### src/rtl/fft_cfg_pkg.sv
// Shared FFT configuration: size limits, mode-code encoding and the per-mode
// derivations (lane, twiddle shift, per-stage offsets) used across the pipeline.
package fft_cfg_pkg;

    localparam int DEF_LOG_MIN = 32'sd5;
    localparam int DEF_LOG_MAX = 32'sd10;

    typedef enum logic [2:0] {
        MODE_32   = 3'd0,
        MODE_64   = 3'd1,
        MODE_128  = 3'd2,
        MODE_256  = 3'd3,
        MODE_512  = 3'd4,
        MODE_1024 = 3'd5
    } fft_mode_e;

    typedef enum logic [0:0] {
        ST_IDLE = 1'b0,
        ST_RUN  = 1'b1
    } ctrl_state_e;

    function automatic int unsigned tw_shift_of(input int unsigned logn, input int unsigned log_max);
        return log_max - logn;
    endfunction

    // Each radix-2^2 lane consumes two bits of log size.
    function automatic int unsigned lane_of(input int unsigned logn, input int unsigned log_max);
        return tw_shift_of(logn, log_max) >> 32'd1;
    endfunction

    function automatic int unsigned slot_offset(input int unsigned logn, input int unsigned log_max,
                                                input int unsigned slot);
        int unsigned lane;
        int unsigned last_slot;
        lane      = lane_of(logn, log_max);
        last_slot = ((log_max + 32'd1) >> 32'd1) - 32'd1;
        if (slot < lane) begin
            return 32'd0;
        end else if ((slot == last_slot) && (logn[0] == 1'b1)) begin
            return 32'd0;
        end else begin
            return 32'd2 * (slot - lane);
        end
    endfunction

endpackage

### src/rtl/fft_input_ctrl_if.sv
// Sample input and lane/frame output bundle of the FFT input controller.
interface fft_input_ctrl_if
    import fft_cfg_pkg::*;
#(
    parameter int WIDTH   = 32'sd16,
    parameter int LOG_MIN = DEF_LOG_MIN,
    parameter int LOG_MAX = DEF_LOG_MAX
);
    localparam int NMODE = LOG_MAX - LOG_MIN + 32'sd1;
    localparam int MW    = $clog2(NMODE);
    localparam int LANES = (LOG_MAX - LOG_MIN) / 32'sd2 + 32'sd1;
    localparam int NSLOT = (LOG_MAX + 32'sd1) / 32'sd2;
    localparam int SW    = $clog2(LOG_MAX + 32'sd1);

    logic [MW-1:0]          mode_di_sel;
    logic                   abort_di;
    logic                   data_di_en;
    logic [WIDTH-1:0]       data_di_re;
    logic [WIDTH-1:0]       data_di_im;
    logic [LANES-1:0]       lane_do_en;
    logic [LANES*WIDTH-1:0] lane_do_re;
    logic [LANES*WIDTH-1:0] lane_do_im;
    logic                   sop_do;
    logic                   eop_do;
    logic [LOG_MAX-1:0]     idx_do;
    logic [NMODE-1:0]       sel_do;
    logic [MW-1:0]          mode_do_sel;
    logic [LOG_MAX-1:0]     cnt_do_max;
    logic [SW-1:0]          tw_addr_shift_do;
    logic [NSLOT*SW-1:0]    logn_minus_logm_do;
    logic                   busy_do;
    logic                   mode_err_do;

    modport master (
        output mode_di_sel, abort_di, data_di_en, data_di_re, data_di_im,
        input  lane_do_en, lane_do_re, lane_do_im, sop_do, eop_do, idx_do, sel_do,
               mode_do_sel, cnt_do_max, tw_addr_shift_do, logn_minus_logm_do,
               busy_do, mode_err_do
    );

    modport slave (
        input  mode_di_sel, abort_di, data_di_en, data_di_re, data_di_im,
        output lane_do_en, lane_do_re, lane_do_im, sop_do, eop_do, idx_do, sel_do,
               mode_do_sel, cnt_do_max, tw_addr_shift_do, logn_minus_logm_do,
               busy_do, mode_err_do
    );

endinterface

### src/rtl/fft_mode_decode.sv
// Combinational mode decoder: code -> lane, counter max, twiddle shift,
// per-stage offsets, one-hot select and an out-of-range flag.
module fft_mode_decode
    import fft_cfg_pkg::*;
#(
    parameter int  LOG_MIN = DEF_LOG_MIN,
    parameter int  LOG_MAX = DEF_LOG_MAX,
    localparam int NMODE   = LOG_MAX - LOG_MIN + 32'sd1,
    localparam int MW      = $clog2(NMODE),
    localparam int LANES   = (LOG_MAX - LOG_MIN) / 32'sd2 + 32'sd1,
    localparam int LW      = (LANES > 32'sd1) ? $clog2(LANES) : 32'sd1,
    localparam int NSLOT   = (LOG_MAX + 32'sd1) / 32'sd2,
    localparam int SW      = $clog2(LOG_MAX + 32'sd1)
) (
    input  logic [MW-1:0]       code,
    output logic [MW-1:0]       code_eff,
    output logic [NMODE-1:0]    sel,
    output logic [LW-1:0]       lane,
    output logic [LOG_MAX-1:0]  cnt_max,
    output logic [SW-1:0]       tw_shift,
    output logic [NSLOT*SW-1:0] offsets,
    output logic                invalid
);

    int unsigned logn_s;

    // Out-of-range codes fold onto the largest supported size.
    always_comb begin
        if (32'(code) >= NMODE) begin
            invalid  = 1'b1;
            code_eff = MW'(NMODE - 32'sd1);
        end else begin
            invalid  = 1'b0;
            code_eff = code;
        end
        logn_s   = LOG_MIN + 32'(code_eff);
        lane     = LW'(lane_of(logn_s, LOG_MAX));
        tw_shift = SW'(tw_shift_of(logn_s, LOG_MAX));
        cnt_max  = {LOG_MAX{1'b1}} >> tw_shift;
        sel           = '0;
        sel[code_eff] = 1'b1;
        offsets  = '0;
        for (int unsigned s = 32'd0; s < NSLOT; s++) begin
            offsets[s*SW +: SW] = SW'(slot_offset(logn_s, LOG_MAX, s));
        end
    end

endmodule

### src/rtl/fft_input_ctrl.sv
// FFT front end: latches the point-size mode at frame start, tracks frame
// position and steers each sample onto the lane where that size enters.
module fft_input_ctrl
    import fft_cfg_pkg::*;
#(
    parameter int WIDTH   = 32'sd16,
    parameter int LOG_MIN = DEF_LOG_MIN,
    parameter int LOG_MAX = DEF_LOG_MAX
) (
    input  logic            clock,
    input  logic            reset,
    fft_input_ctrl_if.slave bus
);

    localparam int NMODE = LOG_MAX - LOG_MIN + 32'sd1;
    localparam int MW    = $clog2(NMODE);
    localparam int LANES = (LOG_MAX - LOG_MIN) / 32'sd2 + 32'sd1;
    localparam int LW    = (LANES > 32'sd1) ? $clog2(LANES) : 32'sd1;
    localparam int NSLOT = (LOG_MAX + 32'sd1) / 32'sd2;
    localparam int SW    = $clog2(LOG_MAX + 32'sd1);
    localparam logic [LOG_MAX-1:0] IDX_ONE = LOG_MAX'(32'd1);

    ctrl_state_e            state_r, state_s;
    logic [LOG_MAX-1:0]     idx_r, idx_s;
    logic [MW-1:0]          code_raw_r, code_raw_s;
    logic [MW-1:0]          code_seen_r, code_seen_s;
    logic [LW-1:0]          lane_r, lane_s;
    logic [MW-1:0]          mode_r, mode_s;
    logic [NMODE-1:0]       sel_r, sel_s;
    logic [LOG_MAX-1:0]     cnt_max_r, cnt_max_s;
    logic [SW-1:0]          tw_r, tw_s;
    logic [NSLOT*SW-1:0]    off_r, off_s;
    logic [LANES-1:0]       lane_en_r, lane_en_s;
    logic [LANES*WIDTH-1:0] lane_re_r, lane_re_s;
    logic [LANES*WIDTH-1:0] lane_im_r, lane_im_s;
    logic                   sop_r, sop_s, eop_r, eop_s;
    logic                   err_r, err_s, busy_r, busy_s;
    logic                   take_s;

    logic [MW-1:0]          dec_code_s;
    logic [NMODE-1:0]       dec_sel_s;
    logic [LW-1:0]          dec_lane_s;
    logic [LOG_MAX-1:0]     dec_cnt_max_s;
    logic [SW-1:0]          dec_tw_s;
    logic [NSLOT*SW-1:0]    dec_off_s;
    logic                   dec_invalid_s;

    fft_mode_decode #(
        .LOG_MIN (LOG_MIN),
        .LOG_MAX (LOG_MAX)
    ) u_decode (
        .code     (bus.mode_di_sel),
        .code_eff (dec_code_s),
        .sel      (dec_sel_s),
        .lane     (dec_lane_s),
        .cnt_max  (dec_cnt_max_s),
        .tw_shift (dec_tw_s),
        .offsets  (dec_off_s),
        .invalid  (dec_invalid_s)
    );

    // Frame control: start, advance, end, abort; configuration only loads at frame start.
    always_comb begin
        state_s     = state_r;
        idx_s       = idx_r;
        code_raw_s  = code_raw_r;
        code_seen_s = code_seen_r;
        lane_s      = lane_r;
        mode_s      = mode_r;
        sel_s       = sel_r;
        cnt_max_s   = cnt_max_r;
        tw_s        = tw_r;
        off_s       = off_r;
        take_s      = 1'b0;
        sop_s       = 1'b0;
        eop_s       = 1'b0;
        err_s       = 1'b0;
        case (state_r)
            ST_IDLE: begin
                if (bus.data_di_en && !bus.abort_di) begin
                    take_s      = 1'b1;
                    sop_s       = 1'b1;
                    err_s       = dec_invalid_s;
                    idx_s       = '0;
                    code_raw_s  = bus.mode_di_sel;
                    code_seen_s = bus.mode_di_sel;
                    lane_s      = dec_lane_s;
                    mode_s      = dec_code_s;
                    sel_s       = dec_sel_s;
                    cnt_max_s   = dec_cnt_max_s;
                    tw_s        = dec_tw_s;
                    off_s       = dec_off_s;
                    if (dec_cnt_max_s == '0) begin
                        eop_s   = 1'b1;
                        state_s = ST_IDLE;
                    end else begin
                        state_s = ST_RUN;
                    end
                end else begin
                    state_s = ST_IDLE;
                end
            end
            ST_RUN: begin
                if (bus.abort_di) begin
                    state_s = ST_IDLE;
                    idx_s   = '0;
                end else if (bus.data_di_en) begin
                    take_s      = 1'b1;
                    idx_s       = idx_r + IDX_ONE;
                    code_seen_s = bus.mode_di_sel;
                    // A held mismatching code is one event, so only a newly seen value pulses.
                    err_s = (bus.mode_di_sel != code_raw_r) && (bus.mode_di_sel != code_seen_r);
                    if (idx_s == cnt_max_r) begin
                        eop_s   = 1'b1;
                        state_s = ST_IDLE;
                    end else begin
                        state_s = ST_RUN;
                    end
                end else begin
                    state_s = ST_RUN;
                end
            end
            default: begin
                state_s = ST_IDLE;
                idx_s   = '0;
            end
        endcase
        busy_s = (state_s == ST_RUN);
    end

    // Steer the accepted sample onto its lane; every other lane stays zero.
    always_comb begin
        lane_en_s = '0;
        lane_re_s = '0;
        lane_im_s = '0;
        for (int k = 32'sd0; k < LANES; k++) begin
            if (take_s && (LW'(k) == lane_s)) begin
                lane_en_s[k]               = 1'b1;
                lane_re_s[k*WIDTH +: WIDTH] = bus.data_di_re;
                lane_im_s[k*WIDTH +: WIDTH] = bus.data_di_im;
            end else begin
                lane_en_s[k] = 1'b0;
            end
        end
    end

    // FSM state, frame index and the codes seen during the frame.
    always_ff @(posedge clock or posedge reset) begin
        if (reset) begin
            state_r     <= ST_IDLE;
            idx_r       <= '0;
            code_raw_r  <= '0;
            code_seen_r <= '0;
        end else begin
            state_r     <= state_s;
            idx_r       <= idx_s;
            code_raw_r  <= code_raw_s;
            code_seen_r <= code_seen_s;
        end
    end

    // Registered outputs and the per-frame configuration.
    always_ff @(posedge clock or posedge reset) begin
        if (reset) begin
            lane_r    <= '0;
            mode_r    <= '0;
            sel_r     <= '0;
            cnt_max_r <= '0;
            tw_r      <= '0;
            off_r     <= '0;
            lane_en_r <= '0;
            lane_re_r <= '0;
            lane_im_r <= '0;
            sop_r     <= 1'b0;
            eop_r     <= 1'b0;
            err_r     <= 1'b0;
            busy_r    <= 1'b0;
        end else begin
            lane_r    <= lane_s;
            mode_r    <= mode_s;
            sel_r     <= sel_s;
            cnt_max_r <= cnt_max_s;
            tw_r      <= tw_s;
            off_r     <= off_s;
            lane_en_r <= lane_en_s;
            lane_re_r <= lane_re_s;
            lane_im_r <= lane_im_s;
            sop_r     <= sop_s;
            eop_r     <= eop_s;
            err_r     <= err_s;
            busy_r    <= busy_s;
        end
    end

    assign bus.lane_do_en         = lane_en_r;
    assign bus.lane_do_re         = lane_re_r;
    assign bus.lane_do_im         = lane_im_r;
    assign bus.sop_do             = sop_r;
    assign bus.eop_do             = eop_r;
    assign bus.idx_do             = idx_r;
    assign bus.sel_do             = sel_r;
    assign bus.mode_do_sel        = mode_r;
    assign bus.cnt_do_max         = cnt_max_r;
    assign bus.tw_addr_shift_do   = tw_r;
    assign bus.logn_minus_logm_do = off_r;
    assign bus.busy_do            = busy_r;
    assign bus.mode_err_do        = err_r;

endmodule

### src/flat_wrapper.sv
// flat-port wrapper written by rule: the top's interface ports become plain ports
module fft_input_ctrl_flat import fft_cfg_pkg::*;
#(
    parameter int WIDTH   = 32'sd16,
    parameter int LOG_MIN = DEF_LOG_MIN,
    parameter int LOG_MAX = DEF_LOG_MAX
)
  (clock, reset, bus_mode_di_sel, bus_abort_di, bus_data_di_en, bus_data_di_re, bus_data_di_im, bus_lane_do_en, bus_lane_do_re, bus_lane_do_im, bus_sop_do, bus_eop_do, bus_idx_do, bus_sel_do, bus_mode_do_sel, bus_cnt_do_max, bus_tw_addr_shift_do, bus_logn_minus_logm_do, bus_busy_do, bus_mode_err_do);
  fft_input_ctrl_if #(.WIDTH(WIDTH), .LOG_MIN(LOG_MIN), .LOG_MAX(LOG_MAX)) bus_i ();
  input  logic clock;
  input  logic reset;
  input wire logic [$bits(bus_i.mode_di_sel)-1:0] bus_mode_di_sel;
  input wire logic [$bits(bus_i.abort_di)-1:0] bus_abort_di;
  input wire logic [$bits(bus_i.data_di_en)-1:0] bus_data_di_en;
  input wire logic [$bits(bus_i.data_di_re)-1:0] bus_data_di_re;
  input wire logic [$bits(bus_i.data_di_im)-1:0] bus_data_di_im;
  output wire logic [$bits(bus_i.lane_do_en)-1:0] bus_lane_do_en;
  output wire logic [$bits(bus_i.lane_do_re)-1:0] bus_lane_do_re;
  output wire logic [$bits(bus_i.lane_do_im)-1:0] bus_lane_do_im;
  output wire logic [$bits(bus_i.sop_do)-1:0] bus_sop_do;
  output wire logic [$bits(bus_i.eop_do)-1:0] bus_eop_do;
  output wire logic [$bits(bus_i.idx_do)-1:0] bus_idx_do;
  output wire logic [$bits(bus_i.sel_do)-1:0] bus_sel_do;
  output wire logic [$bits(bus_i.mode_do_sel)-1:0] bus_mode_do_sel;
  output wire logic [$bits(bus_i.cnt_do_max)-1:0] bus_cnt_do_max;
  output wire logic [$bits(bus_i.tw_addr_shift_do)-1:0] bus_tw_addr_shift_do;
  output wire logic [$bits(bus_i.logn_minus_logm_do)-1:0] bus_logn_minus_logm_do;
  output wire logic [$bits(bus_i.busy_do)-1:0] bus_busy_do;
  output wire logic [$bits(bus_i.mode_err_do)-1:0] bus_mode_err_do;
  assign bus_i.mode_di_sel = bus_mode_di_sel;
  assign bus_i.abort_di = bus_abort_di;
  assign bus_i.data_di_en = bus_data_di_en;
  assign bus_i.data_di_re = bus_data_di_re;
  assign bus_i.data_di_im = bus_data_di_im;
  assign bus_lane_do_en = bus_i.lane_do_en;
  assign bus_lane_do_re = bus_i.lane_do_re;
  assign bus_lane_do_im = bus_i.lane_do_im;
  assign bus_sop_do = bus_i.sop_do;
  assign bus_eop_do = bus_i.eop_do;
  assign bus_idx_do = bus_i.idx_do;
  assign bus_sel_do = bus_i.sel_do;
  assign bus_mode_do_sel = bus_i.mode_do_sel;
  assign bus_cnt_do_max = bus_i.cnt_do_max;
  assign bus_tw_addr_shift_do = bus_i.tw_addr_shift_do;
  assign bus_logn_minus_logm_do = bus_i.logn_minus_logm_do;
  assign bus_busy_do = bus_i.busy_do;
  assign bus_mode_err_do = bus_i.mode_err_do;
  fft_input_ctrl #(.WIDTH(WIDTH), .LOG_MIN(LOG_MIN), .LOG_MAX(LOG_MAX)) u_core (.clock(clock), .reset(reset), .bus(bus_i));
endmodule
### config.mk
export PLATFORM = sky130hd
export DESIGN_NAME = fft_input_ctrl_flat
export DESIGN_NICKNAME = d
export VERILOG_FILES = /design/src/rtl/fft_cfg_pkg.sv /design/src/rtl/fft_input_ctrl_if.sv /design/src/rtl/fft_mode_decode.sv /design/src/rtl/fft_input_ctrl.sv /design/src/flat_wrapper.sv
export SDC_FILE = /design/constraint.sdc
export NUM_CORES = 1
export LEC_CHECK = 0
export BUFFER_PORTS_ARGS = -buffer_cell sky130_fd_sc_hd__buf_2
export CORE_ASPECT_RATIO = 1.75
export CORE_MARGIN = 4
export CORE_UTILIZATION = 45
export CTS_CLUSTER_DIAMETER = 120
export DETAILED_ROUTE_END_ITERATION = 12
export GPL_TIMING_DRIVEN = 0
export PLACE_DENSITY = 0.72
export REMOVE_ABC_BUFFERS = 1
export SETUP_SLACK_MARGIN = 0.2
export SLEW_MARGIN = 0
export SYNTH_ARGS = -nofsm -noshare
export SYNTH_HDL_FRONTEND = slang
export SYNTH_SLANG_ARGS = --single-unit
### constraint.sdc
create_clock -name clock -period 10.59 [get_ports clock]
set_input_delay 0.5295 -clock clock [delete_from_list [all_inputs] [get_ports clock]]
set_output_delay 0.5295 -clock clock [all_outputs]
set_load 0.05 [all_outputs]
==> flow_metrics.env, run 1 <==
export IMPL_setup_viol=0
export IMPL_p_leak_nw=4.26
export IMPL_ant_nets=0
export IMPL_critPathMaxStageDelay_ps=660
export IMPL_use_met1_pct=20.0
export IMPL_worstMarginPinSlew_ps=814
export IMPL_clk_path_buf_depth=2
export IMPL_yosys_top_cells_area="dfrtp_1, and2_1, nand2_1"
export IMPL_cap_violations=0
export IMPL_first_pass_iters=4
export IMPL_worstPathRequired_ps=10910
export IMPL_die_x_um=96.8
export IMPL_syn_inst=547
export IMPL_critPathLaunchType="primary input"
export IMPL_track_usage_pct=19.1
export IMPL_grtUsageMet3_pct=8.50
export IMPL_cp_max_fo=21
export IMPL_antenna_found_initial=0
export IMPL_area_growth_pct=26.7
export IMPL_yosysTopAreaCellShare_pct=63.3
export IMPL_r2r_setup_slack_ps=7870
export IMPL_overflow=0
export IMPL_synth_compound_area_share_pct=7.58
export IMPL_dp_hpwl_um=10500
export IMPL_period_share_pct=33.9
export IMPL_drive_gt1_share_pct=32.9
export IMPL_ctsResizeCount=0
export IMPL_top_usage_layer="met2"
export IMPL_synth_edf_count=0
export IMPL_fillers=1140
export IMPL_grt_pass1_vias=4874
export IMPL_grt_setup_unrepaired="false"
export IMPL_synth_xor_area_share_pct=2.12
export IMPL_start_util_pct=46.1
export IMPL_yosysSeqAreaShare_pct=63.3
export IMPL_arrival_ps=3910
export IMPL_grt_util_met2_pct=33.3
export IMPL_fin_area_mm2=0.00786
export IMPL_grt_max_degree=108
export IMPL_gp_congestion=0.817
export IMPL_end_kind="flop"
export IMPL_critical_path_class="in -> reg"
export IMPL_ys_ff_latch=157
export IMPL_slew_headroom_pct=45.6
export IMPL_dp_cells=877
export IMPL_holdBufCountCts=0
export IMPL_rows=56
export IMPL_fin_tns_setup_ps=0
export IMPL_yosys_area_share_simple_pct=20.7
export IMPL_instances_no_fill=909
export IMPL_r2r_start="u_core.state_r"
export IMPL_async_flop_share_pct=100
export IMPL_cts_tree="built"
export IMPL_num_io_pins=195
export IMPL_via_count=4559
export IMPL_rr_endpoint="u_core.bus.sel_do[0]"
export IMPL_wl_per_cell_um=16.1
export IMPL_cts_root_buf="clkbuf_16"
export IMPL_skew_ps=10.5
export IMPL_cts_sinks=157
export IMPL_die_area_mm2=0.0158
export IMPL_ys_warn_count=0
export IMPL_synth_common_cells="dfrtp_1, and2_1, nand2_1"
export IMPL_dpl_cell_area_mm2=0.00726
export IMPL_cts_clk_slew_worst_paths_ps=60
export IMPL_ys_types=54
export IMPL_grt_pass1_wl_um=24100
export IMPL_report_final_hold_viol_count=0
export IMPL_ir_worst_vdd_uv=138
export IMPL_port_buffers=189
export IMPL_final_nets=765
export IMPL_post_route_min_period_ps=3590
export IMPL_status="completed"
export IMPL_synth_fa_ha_area_share_pct=0.807
export IMPL_cts_max_level=4
export IMPL_max_freq_ghz=0.278
export IMPL_synth_area_leader_cell="dfrtp_1"
export IMPL_hp_class="in -> async"
export IMPL_drv_slew=0
export IMPL_initialDrtViolationCount=208
export IMPL_avgSynthCellArea_um2=11.3
export IMPL_cts_made_buffers=17
export IMPL_num_antenna_cells=0
export IMPL_cp_cell_sequence="buf_2, a21oi_1, inv_1, ha_1, nor2b_1, a22oi_1, o221ai_1, inv_1, ha_1, or4b_2, or2_2, o41ai_2"
export IMPL_drc=0
export IMPL_post_cts_setup_buffer_count=0
export IMPL_cp_slowest_cell="or4b_2"
export IMPL_synth_top_family_by_area="simple AND/OR/NAND/NOR gates"
export IMPL_avgViaCountPerCell=5.02
export IMPL_clock_latency_ps=420
export IMPL_final_util_pct=58.4
export IMPL_setup_worst_path_start="bus_mode_di_sel[2]"
export IMPL_power_density_mw_per_mm2=191
export IMPL_yosysMostFrequentCell="dfrtp_1"
export IMPL_ys_flop_type="dfrtp_1"
export IMPL_wl_um=14700
export IMPL_coreArea_mm2=0.0135
export IMPL_hold_worst_slack_ps=150
export IMPL_reg2reg_depth=3
export IMPL_muxShareOfSynthArea_pct=1.59
export IMPL_die_h_um=163
export IMPL_syn_area_mm2=0.00620
-- routing by layer --
metal,share of wire (%),wire (µm)
met2,52,7610
met1,36,5300
met5,0,0
met3,9.5,1400
met4,2.5,363
-- worst max-delay path, delay by kind of cell --
family,cells,cell delay [ps]
fa+ha+maj,2,580
compound gates,4,1130
buf+inv,3,460
simple gates,3,1210
-- worst max path at each step --
| stage | to | cells after the start |
|---|---|---|
| finish | u_core.bus.eop_do | 12 |
| global route | u_core.bus.eop_do | 12 |
| CTS | u_core.bus.eop_do | 12 |
| detailed placement | u_core.bus.eop_do | 12 |
| global placement | u_core.bus.logn_minus_logm_do[6] | 2 |
| floorplan | u_core.bus.cnt_do_max[0] | 1 |
-- where the power goes --
group,switching [mW],internal [mW],total (mW)
logic,0.182,0.0589,0.241
clock network,0.270,0.338,0.608
registers,0.0233,0.632,0.656
-- layout make-up --
type                            count  area [µm²]  share of cell area, %
Clock buffer                       17         425                   5.41
Clock inverter                     15         176                   2.24
Inverter                            7        31.3                  0.398
Multi-Input combinational cell    346        2060                   26.2
Sequential cell                   157        3930                   50.0
Tap cell                          174         218                   2.77
Timing Repair Buffer              193        1020                   13.0
-- kinds of logic after synthesis --
| kind of cell | count (synthesis) |
|---|---|
| AOI/OAI and AO/OA | 74 |
| muxes | 9 |
| other | 2 |
| and+or+nand+nor | 238 |
| xor gates and xnor gates | 15 |
| DFF | 157 |
| adders and majority gates | 4 |
| buffers and inverters | 48 |
-- placed cells by master, fill, tap and decap left out, types with 3 or more instances in the layout --
cell type  netlist  layout
buf_2           14     189
dfrtp_1        157     157
and2_1         104     104
nand2_1         68      68
o21ai_0         26      26
clkbuf_16        0      17
a21oi_1         16      16
nor2_1          18      15
nor2b_1         14      14
xnor2_1         11      11
o31ai_1          8       8
mux2_2           7       7
nand2b_1         6       6
inv_1            7       6
nand3_1          6       6
conb_1           2       6
inv_8            0       5
nor2_2           1       4
xor2_1           4       4
nor3_1           4       4
inv_6            0       4
ha_1             4       4
a21o_1           3       3
a31oi_1          3       3
clkinv_4         0       3
buf_8            0       3
-- registers in the layout, indices dropped and copies added, names as in the netlist --
name and cells:
u_core.state_r 1, u_core.bus.logn_minus_logm_do 14, u_core.bus.mode_err_do 1, u_core.bus.mode_do_sel 2
u_core.bus.eop_do 1, u_core.bus.sop_do 1, u_core.bus.cnt_do_max 10, u_core.bus.idx_do 10
u_core.code_raw_r 3, u_core.bus.sel_do 6, u_core.bus.lane_do_en 3, u_core.bus.lane_do_im 48
u_core.lane_r 2, u_core.bus.lane_do_re 48, u_core.code_seen_r 3, u_core.bus.tw_addr_shift_do 4
-- stage by stage --
stage	total power, mW	worst slack, ps
after floorplan	0.836	5830
after global placement	0.901	4510
after detailed placement	0.910	6640
after CTS	1.52	7050
after global routing	1.57	6880
final	1.50	7000
Note: power is estimated with default switching activity, not from simulation.
==> run 2, diff against run 1 <==
--- a/config.mk
+++ b/config.mk
@@ -5,6 +5,7 @@
 export SDC_FILE = /design/constraint.sdc
 export NUM_CORES = 1
 export LEC_CHECK = 0
+export ABC_AREA = 1
 export BUFFER_PORTS_ARGS = -buffer_cell sky130_fd_sc_hd__buf_2
 export CORE_ASPECT_RATIO = 1.75
 export CORE_MARGIN = 4
@@ -12,7 +13,7 @@
 export CTS_CLUSTER_DIAMETER = 120
 export DETAILED_ROUTE_END_ITERATION = 12
 export GPL_TIMING_DRIVEN = 0
-export PLACE_DENSITY = 0.72
+export PLACE_DENSITY = 0.75
 export REMOVE_ABC_BUFFERS = 1
 export SETUP_SLACK_MARGIN = 0.2
 export SLEW_MARGIN = 0
==> constraint.sdc (replaced) <==
create_clock -name clock -period 3 [get_ports clock]
set_input_delay 0.15 -clock clock [delete_from_list [all_inputs] [get_ports clock]]
set_output_delay 0.15 -clock clock [all_outputs]
set_load 0.05 [all_outputs]
==> run 2 against run 1 <==
Against the previous run:
- via count shrank 2.3%
- clock skew shrank 2.1 ps
- final area grew 0.54%
- die area shrank 4.4%
- global-route usage grew 1.5 points
- largest cell class unchanged
- largest power group unchanged
==> flow_metrics.env, run 2 <==
export IMPL_status="completed"
export IMPL_fin_tns_setup_ps=0
export IMPL_fillers=1114
export IMPL_final_common_cell="buf_2"
export IMPL_reg2reg_depth=8
export IMPL_setup_worst_path_start="u_core.state_r"
export IMPL_p_sw_share_pct=32.3
export IMPL_synth_xor_area_share_pct=1.61
export IMPL_overflow=0
export IMPL_regArea_mm2=0.00393
export IMPL_cp_max_fo=32
export IMPL_final_nets=834
export IMPL_num_io_pins=195
export IMPL_pwr_share_comb_pct=19.0
export IMPL_grt_max_degree=90
export IMPL_cp_endpoint="u_core.bus.lane_do_re[2]"
export IMPL_post_route_min_period_ps=2400
export IMPL_end_kind="flop"
export IMPL_cts_clk_slew_worst_paths_ps=70
export IMPL_first_pass_iters=4
export IMPL_async_flop_share_pct=100
export IMPL_worstPathRequired_ps=3260
export IMPL_via_count=4455
export IMPL_gp_congestion=0.776
export IMPL_p_int_mw=3.86
export IMPL_grt_pass1_wl_um=23900
export IMPL_post_cts_setup_buffer_count=0
export IMPL_ys_ff_latch=157
export IMPL_wl_per_cell_um=14.9
export IMPL_ys_flop_type="dfrtp_1"
export IMPL_synth_common_cells="dfrtp_1, nand2_1, nor2_1"
export IMPL_instances_no_fill=975
export IMPL_p_leak_nw=4.58
export IMPL_die_x_um=94.7
export IMPL_yosysSeqAreaShare_pct=66.4
export IMPL_area_growth_pct=33.7
export IMPL_drv_slew=0
export IMPL_seqPwrFrac_pct=41.1
export IMPL_hold_worst_slack_ps=25.4
export IMPL_clk_path_buf_depth=2
export IMPL_ys_types=36
export IMPL_avgViaCountPerCell=4.57
export IMPL_critPathLaunchType="flop"
export IMPL_slew_headroom_pct=56.2
export IMPL_port_buffers=189
export IMPL_period_share_pct=80.0
export IMPL_antenna_found_initial=0
export IMPL_ys_warn_count=0
export IMPL_syn_inst=573
export IMPL_post_place_ws_ps=128
export IMPL_clock_latency_ps=410
export IMPL_grt_pass1_vias=4752
export IMPL_worstMarginPinSlew_ps=658
export IMPL_avgSynthCellArea_um2=10.3
export IMPL_rr_endpoint="u_core.bus.lane_do_re[2]"
export IMPL_r2r_setup_slack_ps=600
export IMPL_fin_ws_ps=600
export IMPL_power_density_mw_per_mm2=721
export IMPL_dp_cells=912
export IMPL_drive_gt1_share_pct=33.8
export IMPL_final_cell_mix="buf_2, dfrtp_1, nand2_1"
export IMPL_coreArea_mm2=0.0129
export IMPL_start_util_pct=45.7
export IMPL_track_usage_pct=20.6
export IMPL_yosys_area_share_simple_pct=18.4
export IMPL_wl_um=14500
export IMPL_muxShareOfSynthArea_pct=0
export IMPL_arrival_ps=2660
export IMPL_drc=0
export IMPL_holdPathStages=3
export IMPL_dp_hpwl_um=9830
export IMPL_cts_made_buffers=17
export IMPL_synth_area_leader_cell="dfrtp_1"
export IMPL_synth_compound_area_share_pct=4.72
export IMPL_skew_ps=8.43
export IMPL_p_clk_share_pct=39.9
export IMPL_yosys_top_cells_area="dfrtp_1, nand2_1, nor2_1"
export IMPL_multi_input_area_mm2=0.00154
export IMPL_setup_viol=0
export IMPL_r2r_start="u_core.state_r"
export IMPL_cts_sinks=157
export IMPL_synth_edf_count=0
export IMPL_report_final_hold_viol_count=0
export IMPL_ant_nets=0
export IMPL_hp_class="in -> reg"
export IMPL_initialDrtViolationCount=131
export IMPL_cap_violations=0
export IMPL_synth_top_family_by_area="simple AND/OR/NAND/NOR gates"
export IMPL_max_freq_ghz=0.417
export IMPL_die_area_mm2=0.0151
export IMPL_num_antenna_cells=0
export IMPL_critical_path_class="reg -> reg"
export IMPL_cts_root_buf="clkbuf_16"
export IMPL_rows=55
export IMPL_synth_fa_ha_area_share_pct=0.846
export IMPL_grt_setup_unrepaired="false"
export IMPL_yosysMostFrequentCell="dfrtp_1"
export IMPL_die_h_um=160
export IMPL_cts_max_level=4
export IMPL_cts_tree="built"
export IMPL_yosysTopAreaCellShare_pct=66.4
export IMPL_p_switching_mw=1.84
export IMPL_ir_worst_vdd_uv=580
export IMPL_syn_area_mm2=0.00591
run 2: area by class of cell:
cell class,instances,share of cell area (%)
clock buffer,18,5.43
clock inverter,14,2.53
inverter,81,3.94
multi-input combinational,313,19.4
sequential,157,49.7
tap,171,2.71
timing repair buffer,221,16.2
run 2: cells by family after synthesis:
logic type                 count (synthesis)
other                                      2
buffers and inverters                    107
DFF                                      157
xor gates and xnor gates                  10
AOI/OAI and AO/OA                         45
and+or+nand+nor                          248
adders and majority gates                  4
run 2: power groups by stage:
stage / Clock (mW) / Sequential (mW) / Combinational, mW
after floorplan: 0 / 2.85 / 0.303
after global placement: 0 / 2.38 / 1.05
after detailed placement: 0 / 2.38 / 1.06
after CTS: 2.32 / 2.34 / 1.10
after global routing: 2.42 / 2.36 / 1.17
final: 2.27 / 2.34 / 1.09
run 2: how the worst min path moves through the flow:
stage,startpoint,end
final,bus_data_di_re[5],u_core.bus.lane_do_re[37]
after global routing,bus_data_di_re[5],u_core.bus.lane_do_re[37]
after CTS,bus_data_di_re[5],u_core.bus.lane_do_re[37]
after detailed placement,reset,u_core.bus.tw_addr_shift_do[2]
after global placement,bus_data_di_im[15],u_core.bus.lane_do_im[47]
after floorplan,bus_mode_di_sel[0],u_core.bus.sel_do[0]
run 2: what timing repair did:
item | CTS | global route
endpoints found under the setup margin | 0 | 2
gates resized for setup | 0 | 2
endpoints found under the hold margin | 146 | 0
hold buffers | 31 | 0
run 2: layer usage:
layer / global-route usage (%) / routed length, µm / up-vias
met5: 0 / 0 / -
met3: 8.58 / 1290 / 20
met2: 36.9 / 7900 / 151
met4: 7.16 / 272 / 0
met1: 20.8 / 5060 / 2126
li1: - / - / 2158
run 2: per-stage QoR:
step	util (%)	instance area (µm²)	total power, mW
2_1_floorplan	-	5770	3.16
3_3_place_gp	53.6	6930	3.42
3_5_place_dp	53.8	6960	3.44
4_1_cts	61.1	7900	5.75
5_1_grt	61.1	7900	5.95
6_report	61.1	7900	5.70
run 2: worst max-delay path, stage by stage, from the launching register on:
cell     delay, ps
dfrtp_1        460
nor2_8         360
inv_2          330
nor2_1         260
a21oi_2         70
inv_2          120
nor2_2          50
inv_2          460
nor2_1         120
